`src/rtl/pushbutton_edge_slave.sv`:
```
// ---------------------------------------------------------------------------
// pushbutton_edge_slave
//
// Avalon-MM slave that turns raw active-low pushbuttons (KEY[3:0] on the
// board) into a debounced press state, latched press events, a maskable
// level interrupt and an optional 16-bit press counter for the Nios II CPU.
//
// Build option:
//   PB_PRESS_COUNTER_EN  - when defined, the COUNT register (word 3) and its
//                          16-bit wrapping press counter are built. When
//                          undefined, no counter logic exists and word 3
//                          reads as zero.
//
// Parameters:
//   WIDTH            number of pushbutton inputs (1..16)
//   DEBOUNCE_CYCLES  consecutive stable cycles needed to accept a new level (>= 2)
//   CNT_W            debounce counter width, 2**CNT_W > DEBOUNCE_CYCLES
//
// Ports:
//   clk            system clock
//   reset_n        asynchronous active-low reset
//   avs_address    word address (0 DATA, 1 MASK, 2 EDGE, 3 COUNT)
//   avs_read       read strobe, data returned on avs_readdata one cycle later
//   avs_write      write strobe
//   avs_writedata  write data
//   avs_readdata   registered read data, holds its value between reads
//   irq            registered level interrupt, |(EDGE & MASK)
//   key_in         raw pushbuttons, active-low, asynchronous to clk
// ---------------------------------------------------------------------------
module pushbutton_edge_slave #(
  parameter int WIDTH           = 4,
  parameter int DEBOUNCE_CYCLES = 500000,
  parameter int CNT_W           = 20
) (
  input  logic             clk,
  input  logic             reset_n,
  input  logic [1:0]       avs_address,
  input  logic             avs_read,
  input  logic             avs_write,
  input  logic [31:0]      avs_writedata,
  output logic [31:0]      avs_readdata,
  output logic             irq,
  input  logic [WIDTH-1:0] key_in
);

  localparam logic [1:0] ADDR_DATA  = 2'd0;
  localparam logic [1:0] ADDR_MASK  = 2'd1;
  localparam logic [1:0] ADDR_EDGE  = 2'd2;
  localparam logic [1:0] ADDR_COUNT = 2'd3;

  // Terminal count: the level is accepted on the cycle the counter would
  // otherwise step past DEBOUNCE_CYCLES-1.
  localparam logic [CNT_W-1:0] CNT_LAST = CNT_W'(DEBOUNCE_CYCLES - 1);

  // Synchronizer stage boundary: raw key_in -> key_s1_q -> key_s2_q
  logic [WIDTH-1:0] key_s1_q, key_s1_d;
  logic [WIDTH-1:0] key_s2_q, key_s2_d;

  // Debounce stage boundary: key_s2_q -> db_q / cnt_q
  logic [WIDTH-1:0] key_act;
  logic [WIDTH-1:0] db_q, db_d;
  logic [CNT_W-1:0] cnt_q [WIDTH];
  logic [CNT_W-1:0] cnt_d [WIDTH];
  logic [WIDTH-1:0] rise;

  // Register stage boundary: db/rise + bus -> edge_q, mask_q, irq_q, readdata_q
  logic [WIDTH-1:0] edge_q, edge_d;
  logic [WIDTH-1:0] mask_q, mask_d;
  logic [WIDTH-1:0] edge_clr;
  logic             irq_q, irq_d;
  logic [31:0]      readdata_q, readdata_d;
  logic [31:0]      rd_word;
  logic             wr_mask;
  logic             wr_edge;

  // Writedata bits above WIDTH have no destination in any register.
  logic             unused_wdata;

  assign unused_wdata = &{1'b0, avs_writedata};

  // -------------------------------------------------------------------------
  // Synchronizer
  // -------------------------------------------------------------------------
  always_comb begin
    key_s1_d = key_in;
    key_s2_d = key_s1_q;
  end

  // Inverted so the debouncer works in pressed-high terms.
  assign key_act = ~key_s2_q;

  // -------------------------------------------------------------------------
  // Debounce: a per-bit run-length counter of cycles where the synchronized
  // input disagrees with the accepted state. Any agreement restarts the run.
  // -------------------------------------------------------------------------
  always_comb begin
    db_d = db_q;
    for (int i = 0; i < WIDTH; i++) begin
      cnt_d[i] = '0;
      if (key_act[i] != db_q[i]) begin
        if (cnt_q[i] == CNT_LAST) begin
          db_d[i] = ~db_q[i];
        end else begin
          cnt_d[i] = cnt_q[i] + CNT_W'(1);
        end
      end
    end
  end

  // Press event is taken from the next-state value so EDGE sets on the same
  // clock edge that db rises.
  assign rise = db_d & ~db_q;

  // -------------------------------------------------------------------------
  // Register file
  // -------------------------------------------------------------------------
  assign wr_mask = avs_write && (avs_address == ADDR_MASK);
  assign wr_edge = avs_write && (avs_address == ADDR_EDGE);

  always_comb begin
    edge_clr = wr_edge ? avs_writedata[WIDTH-1:0] : '0;
    // Clear first, then set: a press in the same cycle as a clear wins.
    edge_d   = (edge_q & ~edge_clr) | rise;
    mask_d   = wr_mask ? avs_writedata[WIDTH-1:0] : mask_q;
    irq_d    = |(edge_q & mask_q);
  end

`ifdef PB_PRESS_COUNTER_EN
  // -------------------------------------------------------------------------
  // Press counter: adds the number of simultaneous press events, wraps at 16b
  // -------------------------------------------------------------------------
  logic [15:0] count_q, count_d;
  logic [15:0] press_num;

  always_comb begin
    press_num = '0;
    for (int i = 0; i < WIDTH; i++) begin
      press_num = press_num + 16'(rise[i]);
    end
    count_d = count_q + press_num;
  end

  always_ff @(posedge clk or negedge reset_n) begin
    if (!reset_n) begin
      count_q <= '0;
    end else begin
      count_q <= count_d;
    end
  end
`endif

  // Read mux samples current (pre-write) register values.
  always_comb begin
    rd_word = '0;
    case (avs_address)
      ADDR_DATA:  rd_word = 32'(db_q);
      ADDR_MASK:  rd_word = 32'(mask_q);
      ADDR_EDGE:  rd_word = 32'(edge_q);
      ADDR_COUNT: begin
`ifdef PB_PRESS_COUNTER_EN
        rd_word = 32'(count_q);
`else
        rd_word = '0;
`endif
      end
      default:    rd_word = '0;
    endcase
    readdata_d = avs_read ? rd_word : readdata_q;
  end

  // -------------------------------------------------------------------------
  // State registers
  // -------------------------------------------------------------------------
  always_ff @(posedge clk or negedge reset_n) begin
    if (!reset_n) begin
      key_s1_q   <= '1;
      key_s2_q   <= '1;
      db_q       <= '0;
      edge_q     <= '0;
      mask_q     <= '0;
      irq_q      <= 1'b0;
      readdata_q <= '0;
      for (int i = 0; i < WIDTH; i++) begin
        cnt_q[i] <= '0;
      end
    end else begin
      key_s1_q   <= key_s1_d;
      key_s2_q   <= key_s2_d;
      db_q       <= db_d;
      edge_q     <= edge_d;
      mask_q     <= mask_d;
      irq_q      <= irq_d;
      readdata_q <= readdata_d;
      for (int i = 0; i < WIDTH; i++) begin
        cnt_q[i] <= cnt_d[i];
      end
    end
  end

  assign avs_readdata = readdata_q;
  assign irq          = irq_q;

endmodule

```
`config.mk`:
```
export PLATFORM = sky130hd
export DESIGN_NAME = pushbutton_edge_slave
export DESIGN_NICKNAME = d
export VERILOG_FILES = /design/src/rtl/pushbutton_edge_slave.sv
export SDC_FILE = /design/constraint.sdc
export NUM_CORES = 1
export LEC_CHECK = 0
export CAP_MARGIN = 20
export CORE_ASPECT_RATIO = 0.5
export CORE_MARGIN = 4
export CORE_UTILIZATION = 50
export DETAILED_ROUTE_END_ITERATION = 7
export DONT_BUFFER_PORTS = 1
export GPL_TIMING_DRIVEN = 0
export PLACE_DENSITY = 0.62
export REMOVE_ABC_BUFFERS = 1
export SYNTH_ARGS = -nofsm -noshare
export SYNTH_HDL_FRONTEND = slang
export SYNTH_SLANG_ARGS = --single-unit
```
`constraint.sdc`:
```
create_clock -name clk -period 3.9 [get_ports clk]
set_input_delay 1.17 -clock clk [delete_from_list [all_inputs] [get_ports clk]]
set_output_delay 1.17 -clock clk [all_outputs]
set_load 0.02 [all_outputs]
```
# == Word-level counts from Yosys, hierarchy flattened ==
# Index checks and enable logic that the tools add are counted.
# op_classes
add_sub_neg,4
eq_ne,11
reduce_logical,4
bitwise_logic,11
n_mux,18
# op_table
op,count
20-bit two-way mux,8
32-bit case mux with 4 select lines,1
20-bit by 1-bit adder with 20-bit output (second input constant),4
20-bit by 19-bit == test with 1-bit output (second input constant),4
4-bit AND,3
4-bit NOT,3
1-bit two-way mux,8
2-bit == test (second input constant),2
4-bit two-way mux,1
1-bit != test,4
1-bit NOT,4
4-bit OR,1
4-bit OR reduction,1
2-bit by 1-bit == test with 1-bit output (second input constant),1
1-bit logical AND,2
2-bit logical NOT,1
# totals
regBits,133
output_inout_bits,33
in_bits,42

# == Logic depth before layout (Yosys ltp) ==
# depth
word_depth,6
depth_mapped,6
mapped_depth_nobuf,5

# == Worst setup path after synthesis ==
# No wires, ideal clock.
# synth_timing
path_type,input port to flip-flop
from,in avs_address[0]
to,reg edge_q[1]
path_stages,5
arrival_time_ps,2000
slack_ps,1779
setup_time_ps,121
cell_sequence,clkbuf_1 nor2b_1 clkbuf_1 nand3_1 a22o_1
# synth_between
elab_chain_cells,6
# synth_rtl
item,line,rtl
"start, declared",37,"input logic [1:0] avs_address,"
2-bit == test,118,assign wr_edge = avs_write && (avs_address == ADDR_EDGE);
1-bit logical AND,118,
4-bit two-way mux,121,edge_clr = wr_edge ? avs_writedata[WIDTH-1:0] : '0;
4-bit NOT,123,edge_d = (edge_q & ~edge_clr) | rise;
4-bit AND,123,
4-bit OR,123,
named net edge_d[1],67,"logic [WIDTH-1:0] edge_q, edge_d;"
"end signal, assigned",190,edge_q <= edge_d;
"end, declared",67,
# The timed path passes the listed nets, and every way through them passes these cells.
# A chain may end at the register's enable or synchronous reset.

==> metrics <==
run status=complete, no violations; Tightest Pin Transition=0.959 ns; Yosys reg bits=105; Min-Delay Startpoint=key_s1_q[0]; DIE AREA=12,400 sq um; HP Class=reg -> reg; initial antenna violation count=0; RSZ-0062 raised after global routing=no; hold depth=0; Core ar.=10,200 sq um; GP Congestion=0.764; hold-fix buffers at CTS=0; clock transition at the registers of the reported paths=0.07 ns; FF+latch area=2640 sq um; crit-path max FO=18; ys async rst share=1.00; half-perimeter wire length after placement=6550 microns; area occupied by multi-input gates=approximately 2400 sq um; DR vias/cell=5.47; # DRC=0; sequential share of the synthesized area=0.500; 1st-pass router iterations=4; library cells used by synthesis=47; Max transition margin=0.358; CTS sink count=105; worst-path cell chain=ha_1, nand4_1, or2_2, o21bai_2, nor2_1; Port Buffers=0; Hold EP=key_s2_q[0]; worst-case clock buffer depth=2; period utilisation layout=0.600; Slew Limit Fails=0; wire per inst=14.5 microns; post-cts sizing count=0; All-Layer GR Usage=0.165; fill count=914; power density cells=about 370 nW/um^2; WP buf/inv=0; final wirelength=9800 microns; first-pass GRT wire length=roughly 17,000 microns; synthesized area per cell=between 9 and 10 sq um; Layout Nets=576; Worst Skew=0.00554 ns; H-tree levels=3; num rows=26; Initial Util=0.515; Mapped Area=5280 sq um; Die W=153 microns; CP endpoint kind=register; CP max stage delay=approximately 0.64 ns; initial drt markers=220; CP max-delay cell=o21bai_2; I/O pins=75; CP delay by family, top=simple AND/OR/NAND/NOR gates; CTS tree=done; Final Hold Viols=0; number of routed nets with antenna violations=0; share of post-route cells with drive strength above 1=0.0897; postcts setup bufs=0; latest clock arrival within the worst-skew pair=0.34 ns; Vias=3,695; area delta synth->final=5.57%; Critical R2R Launch=cnt_q[0]; CTS Buf Count=9; RR Endpoint=cnt_q[5]; ys flop type=dfrtp_1; CTS Root Buffer Type=clkbuf_16; Ys Warns=0; Antenna Cells=0; R2R depth=5; fmax=428 MHz; R2R Setup Slk=about 1.6 ns; total gr overflow=0; worst setup path class=reg -> reg; Post-synth EDFFs=0; Tmin final=approximately 2.3 ns; Max rail drop VDD=194 uV; die height=80.6 microns; CP arrival=2.53 ns; vias in the first global route=roughly 3,500; Pleak=0.00225 uW; Setup Viol. Count Final=0; final setup TNS=0 ns; largest net degree at the start of global routing=106; Startpoint Class=register; Util after Layout=0.543; cells after synthesis=531; Max Cap Viol=0; required arrival time at the worst endpoint=4.09 ns
[cell usage in the layout (no fill, tap or decap), types with 3 or more instances in the layout]
cell	count
o31ai_1	16
o21ai_0	11
xnor2_1	31
or2_2	7
inv_1	19
clkbuf_16	9
or4_1	15
nor3_1	14
ha_1	4
nand2_1	23
nor2_1	70
or3_1	7
nor4bb_1	3
nor4_1	17
xor2_1	22
and2_1	4
mux2i_1	5
nand3_1	26
dfrtp_1	97
dfstp_2	8
mux2_2	4
a21oi_1	31
clkinv_2	3
conb_1	28
a31o_2	4
nand4_1	25
and3_1	6
[where the power goes]
part | switching, uW | internal, uW | leakage, uW
clock network | 386 | 448 | 0.000135
registers | 30.0 | 1120 | 0.00141
logic | 58.8 | 28.0 | 0.000700
[routing by layer]
layer	wire [microns]	global-route usage	vias to the layer above	part of all wire
met5	0	0	-	0
met3	371	0.0388	2	0.038
met1	4820	0.217	1801	0.49
met2	4590	0.280	63	0.47
li1	-	-	1829	-
met4	19	0.0373	0	0.0019
[kinds of logic (layout without fill, tap and decap cells)]
logic type / Yosys count / count (layout) / synth area share
AND/OR/NAND/NOR: 230 / 230 / 0.234
flip-flops: 105 / 105 / 0.500
AO/OA/AOI/OAI: 70 / 70 / 0.0852
buffers and inverters: 59 / 36 / 0.0643
XOR/XNOR: 53 / 53 / 0.0880
multiplexers: 9 / 9 / 0.0180
adder cells (fa/ha/maj): 4 / 4 / 0.00949
other: 1 / 28 / 0.000711
[worst max-delay path by stage]
stage | start | to | slack, ns | depth (start not counted)
after global placement | cnt_q[20] | cnt_q[23] | 1.44 | 5
after global routing | cnt_q[0] | cnt_q[5] | 1.33 | 5
final | cnt_q[0] | cnt_q[5] | 1.56 | 5
after CTS | cnt_q[0] | cnt_q[5] | 1.54 | 5
after floorplan | avs_address[1] | edge_q[1] | 1.94 | 3
after detailed placement | cnt_q[0] | cnt_q[5] | 1.54 | 5
[final cells by class]
class / instances / share of cell area
sequential: 105 / 0.474
clock buffer: 11 / 0.0436
multi-input combinational: 394 / 0.431
tap: 140 / 0.0315
clock inverter: 5 / 0.00562
inverter: 19 / 0.0128
timing repair buffer: 1 / 0.00202
[registers in the layout, indices dropped and copies added (netlist names)]
register      count
avs_readdata      4
mask_q            4
irq               1
db_q              4
key_s2_q          4
cnt_q            80
key_s1_q          4
edge_q            4
[metrics by stage]
stage | hold slack, ns | cells | total power, uW | instance area [sq um] | setup WS, ns
floorplan | 0.345 | 518 | 1240 | 5110 | 1.94
global placement | 0.346 | 658 | 1250 | 5280 | 1.44
detailed placement | 0.348 | 659 | 1260 | 5300 | 1.54
CTS | 0.361 | 675 | 2100 | 5570 | 1.54
global route | 0.365 | 675 | 2160 | 5570 | 1.33
finish | 0.360 | 675 | 2070 | 5570 | 1.56
[synth_stat cells, types with 8 or more instances]
| library cell | instances | share of area |
|---|---|---|
| a21oi_1 | 31 | 0.029 |
| buf_4 | 29 | 0.041 |
| dfrtp_1 | 97 | 0.46 |
| dfstp_2 | 8 | 0.040 |
| inv_1 | 19 | 0.014 |
| nand2_1 | 23 | 0.016 |
| nand3_1 | 26 | 0.025 |
| nand4_1 | 25 | 0.030 |
| nor2_1 | 70 | 0.050 |
| nor3_1 | 14 | 0.013 |
| nor4_1 | 17 | 0.020 |
| o21ai_0 | 11 | 0.010 |
| o31ai_1 | 16 | 0.023 |
| or4_1 | 15 | 0.021 |
| xnor2_1 | 31 | 0.051 |
| xor2_1 | 22 | 0.037 |
No activity file was read; power rests on OpenSTA's default activity.
